--- src/rtl/fetch_sequencer.sv ---
// Instruction fetch sequencer: walks a combinational instruction ROM from a
// start address, presents one word at a time through a valid/ready output
// register, and supports redirects, external stop requests and a self-halt
// encoding.
module fetch_sequencer #(
    parameter int                  ADDR_W     = 8,
    parameter int                  INSTR_W    = 9,
    parameter logic [INSTR_W-1:0]  HALT_INSTR = 9'h1FF
) (
    input  logic               clk,
    input  logic               rst_n,
    input  logic               start,
    input  logic [ADDR_W-1:0]  start_pc,
    output logic [ADDR_W-1:0]  rom_addr,
    input  logic [INSTR_W-1:0] rom_instr,
    output logic               instr_valid,
    output logic [INSTR_W-1:0] instr,
    output logic [ADDR_W-1:0]  instr_pc,
    input  logic               instr_ready,
    input  logic               branch_taken,
    input  logic [ADDR_W-1:0]  branch_target,
    input  logic               halt_req,
    output logic               busy,
    output logic               halted,
    output logic [15:0]        fetch_count
);

    typedef enum logic [1:0] {
        S_IDLE   = 2'd0,
        S_RUN    = 2'd1,
        S_DRAIN  = 2'd2,
        S_HALTED = 2'd3
    } state_t;

    state_t               r_state;
    logic [ADDR_W-1:0]    r_pc;
    logic                 r_instr_valid;
    logic [INSTR_W-1:0]   r_instr;
    logic [ADDR_W-1:0]    r_instr_pc;
    logic [15:0]          r_fetch_count;
    logic                 r_busy;
    logic                 r_halted;

    logic                 w_transfer;
    logic                 w_load_ok;
    logic [ADDR_W-1:0]    w_pc_inc;
    logic [15:0]          w_count_inc;

    // Handshake and arithmetic helpers shared by all states
    always_comb begin
        w_transfer  = r_instr_valid && instr_ready;
        w_load_ok   = !r_instr_valid || w_transfer;
        w_pc_inc    = r_pc + 1'b1;
        w_count_inc = (r_fetch_count == 16'hFFFF) ? r_fetch_count
                                                  : r_fetch_count + 16'd1;
    end

    // Sequencer FSM with its datapath; busy/halted are decoded from the next state
    always_ff @(posedge clk or negedge rst_n) begin
        if (!rst_n) begin
            r_state       <= S_IDLE;
            r_pc          <= '0;
            r_instr_valid <= 1'b0;
            r_instr       <= '0;
            r_instr_pc    <= '0;
            r_fetch_count <= '0;
            r_busy        <= 1'b0;
            r_halted      <= 1'b0;
        end else begin
            case (r_state)
                S_IDLE, S_HALTED: begin
                    if (start) begin
                        r_pc          <= start_pc;
                        r_fetch_count <= '0;
                        r_instr_valid <= 1'b0;
                        r_instr       <= '0;
                        r_instr_pc    <= '0;
                        r_state       <= S_RUN;
                        r_busy        <= 1'b1;
                        r_halted      <= 1'b0;
                    end
                end
                S_RUN: begin
                    if (branch_taken) begin
                        // Redirect flushes the held word without counting it
                        r_instr_valid <= 1'b0;
                        r_pc          <= branch_target;
                        if (halt_req) begin
                            r_state  <= S_HALTED;
                            r_busy   <= 1'b0;
                            r_halted <= 1'b1;
                        end
                    end else if (halt_req) begin
                        // Stop fetching; a word handed over this cycle still counts
                        if (w_transfer) begin
                            r_fetch_count <= w_count_inc;
                            r_instr_valid <= 1'b0;
                        end
                        r_state <= S_DRAIN;
                    end else begin
                        if (w_transfer) begin
                            r_fetch_count <= w_count_inc;
                        end
                        if (w_load_ok) begin
                            r_instr       <= rom_instr;
                            r_instr_pc    <= r_pc;
                            r_instr_valid <= 1'b1;
                            r_pc          <= w_pc_inc;
                            if (rom_instr == HALT_INSTR) begin
                                r_state <= S_DRAIN;
                            end
                        end
                    end
                end
                S_DRAIN: begin
                    // Wait for the last held word to leave, then stop
                    if (w_transfer) begin
                        r_fetch_count <= w_count_inc;
                    end
                    if (w_load_ok) begin
                        r_instr_valid <= 1'b0;
                        r_state       <= S_HALTED;
                        r_busy        <= 1'b0;
                        r_halted      <= 1'b1;
                    end
                end
                default: begin
                    r_state  <= S_IDLE;
                    r_busy   <= 1'b0;
                    r_halted <= 1'b0;
                end
            endcase
        end
    end

    assign rom_addr    = r_pc;
    assign instr_valid = r_instr_valid;
    assign instr       = r_instr;
    assign instr_pc    = r_instr_pc;
    assign fetch_count = r_fetch_count;
    assign busy        = r_busy;
    assign halted      = r_halted;

endmodule

--- config.mk ---
export PLATFORM = sky130hd
export DESIGN_NAME = fetch_sequencer
export DESIGN_NICKNAME = d
export VERILOG_FILES = /design/src/rtl/fetch_sequencer.sv
export SDC_FILE = /design/constraint.sdc
export NUM_CORES = 1
export LEC_CHECK = 0
export CORE_MARGIN = 1
export CORE_UTILIZATION = 47
export DETAILED_ROUTE_END_ITERATION = 8
export PLACE_DENSITY = 0.85
export SYNTH_ARGS = -nofsm -noshare
export SYNTH_HDL_FRONTEND = slang
export SYNTH_SLANG_ARGS = --single-unit
export TNS_END_PERCENT = 1
--- constraint.sdc ---
create_clock -name clk -period 2.7 [get_ports clk]
set_clock_uncertainty 0.2 [all_clocks]
set_input_delay 0.54 -clock clk [delete_from_list [all_inputs] [get_ports clk]]
set_output_delay 0.54 -clock clk [all_outputs]
set_load 0.01 [all_outputs]
==> run summary <==
Die X - 74.6 microns
tightest hold margin - 0.290 ns
worst reg2reg path startpoint - r_state[0]$_DFFE_PN0P_
Slew HR - 0.545
yosys warns - 0
final setup vio count - 0
Max Slew Vio Count - 0
max incr delay on CP - 0.48 ns
grt met3 use - 0.0298
# rows - 26
Root Buffer - clkbuf_8
Arr. time, crit path - 2.53 ns
CTS tree - yes
Primary FF master, synth - dfrtp_1
CP max FO - 16
clk_lat worst skew - 0.30 ns
Max VDD drop - 0.812 mV
Cell Area, Synth - 0.00247 sq mm
initial antenna violation count - 0
post-synthesis cell type count - 49
drt total wl - 6.25 mm
commonest non-fill, non-tap cells in the layout - clkdlybuf4s50_1, nand2_1, dfrtp_1, o21ai_0, nor2_1
clock-pin slew on the worst setup and hold paths - 0.09 ns
layout cell share with drive strength beyond 1 - 0.100
P_leak - 1.46 nW
Post-Layout Cell Count - 429
met2 usage - 0.375
Worst Hold Launch - instr[0]$_DFFE_PN0P_
crit share post-route - 0.949
GR Overflow Total - 0
DR WL/cell - 14.6 microns
Min-Delay Path Class - register to register
clock sink total - 46
global-route wire length before repair - 10.1 mm
TritonRoute pass-1 iters - 6
fmax - 0.390 GHz
FF+latch count, synth - 46
Inserted Clock Buffers - 5
Avg Cell Area, Syn - 8.84 sq um
WP buf/inv - 3
RSZ-0062 raised after global routing - yes
Max clock buf depth - 2
DP Cell Count - 420
Post-CTS Setup Inserts - 0
most common cell after layout, fill and taps aside - clkdlybuf4s50_1
residual DRC count - 0
cell mode on critical path - inv_1
critical path cell sequence - inv_1, ha_1, buf_4, inv_1, a21oi_1, o21ai_2, o21ai_0, o21ai_1
CP required - 2.67 ns
Layout Nets - 393
antenna viol nets, final - 0
final hold violations - 0
Core Area - 0.00507 sq mm
Synth area leaders - dfrtp_1, nand2_1, o21ai_0
Via density - 5.46
PwrDens - 1090 mW/mm^2
Synth async-reset ratio - 1.00
CP top delay family - compound AO/OA/AOI/OAI gates
initial drt markers - 179
# IOs - 75
largest area contributor in the netlist - dfrtp_1
Post-Synthesis Cells - 280
vias - 2,343
H-tree depth - 2
Worst Tran Pin Value - 0.680 ns
Routability Congestion - 0.871
IO Port Bufs - 74
hpwl dp - 4.56 mm
GRT busiest layer - met2
status - complete, no violations
Syn Nets - 315
CP Class - register to register
Post-synth EDFFs - 0
CP Capture Type - register
Seq/Total Area, Yosys - 0.465
slowest cell on the critical path - ha_1
share of Yosys cell area claimed by the top area cell type - 0.465
Die Y - 74.6 microns
crit path launch type - register
met1 GRT Util - 0.341
full die area - 0.00556 sq mm
min cycle time layout - 2.56 ns
Worst Setup SP - r_state[0]$_DFFE_PN0P_
GRT Overall Usage - 0.239
Initial Utilization - 0.488
Syn-to-layout area delta - 39.2%
Util after Layout - 0.679
largest net degree at the start of global routing - 35
ANT cells - 0
vias in the first global route - 2,146
max-cap viol count - 0
[synthesized netlist by cell type, types with 2 or more instances]
library cell / n
nand4_1: 3
a31oi_1: 2
a21oi_1: 10
nor4b_1: 2
nand3_1: 11
o31ai_1: 2
and2b_2: 2
o21ai_0: 34
and3_1: 5
nor3_1: 9
o21ai_1: 12
nor2_1: 20
a221o_1: 3
mux2_2: 2
a222oi_1: 3
nor4_1: 2
mux2i_1: 6
and2_2: 2
ha_1: 4
dfrtp_1: 46
or4_1: 2
clkbuf_1: 10
nand2_1: 57
inv_1: 6
[through the flow]
| stage | area (sq um) | power (mW) | setup slack [ns] | setup TNS (ns) |
|---|---|---|---|---|
| floorplan | 2470 | 2.43 | 0.492 | 0 |
| global route | 3440 | 4.05 | -0.0845 | -0.271 |
| global placement | 3310 | 3.11 | 0.0445 | 0 |
| detailed placement | 3310 | 3.19 | -0.0744 | -0.426 |
| finish | 3440 | 3.75 | 0.137 | 0 |
| CTS | 3430 | 3.74 | 0.0711 | 0 |
[worst paths after layout]
check | end | slack [ns] | cells after the start
max in group asynchronous | fetch_count[4]$_DFFE_PN0P_ | 1.23 | 3
hold / removal | instr[0]$_DFFE_PN0P_ | 0.29 | 2
min in group asynchronous | instr_pc[5]$_DFFE_PN0P_ | 0.48 | 2
hold reg to reg | instr[0]$_DFFE_PN0P_ | 0.29 | 2
setup / recovery | rom_addr[5]$_DFFE_PN0P_ | 0.14 | 8
setup reg to reg | rom_addr[5]$_DFFE_PN0P_ | 0.14 | 8
[flip-flops by register name (all words and copies together) (netlist names)]
| name | count |
|---|---|
| rom_addr | 8 |
| instr_valid | 1 |
| busy | 1 |
| halted | 1 |
| instr_pc | 8 |
| r_state | 2 |
| fetch_count | 16 |
| instr | 9 |
[worst register-to-register path: cells and delay by family, from the launching register on]
family	cells	cell delay (ns)
compound gates	4	0.99
buf+inv	3	0.43
fa+ha+maj	1	0.48
flops	1	0.36
[power breakdown]
group,internal [mW],switching (mW)
combinational,0.906,1.17
clock,0.282,0.254
sequential,0.920,0.222
total,2.11,1.65
[cell type report]
type | instances | area (sq um)
fill | 409 | 1630
multi-input combinational | 214 | 1240
sequential | 46 | 1150
timing repair buffer | 85 | 821
tap | 70 | 87.6
clock buffer | 5 | 68.8
clock inverter | 3 | 48.8
inverter | 6 | 22.5
[metal layers]
layer / wire length, microns / part of all wire
met1: 2840 / 0.45
met2: 3010 / 0.48
met3: 285 / 0.046
met4: 112 / 0.018
met5: 0 / 0
[kinds of logic (layout without fill, tap and decap cells)]
family	after synthesis	in the layout	synth area share
flops	46	46	0.465
simple gates	127	127	0.254
fa+ha+maj	4	4	0.0202
buf+inv	20	99	0.0379
mux	9	9	0.0394
compound gates	74	74	0.183
[timing repair]
action                     4_1_cts  5_1_grt
setup endpoints to repair        0       18
hold endpoints to repair        15        0
gates resized for setup          0        2
hold buffers                     1        0
Power figures use the tool's default switching activity.
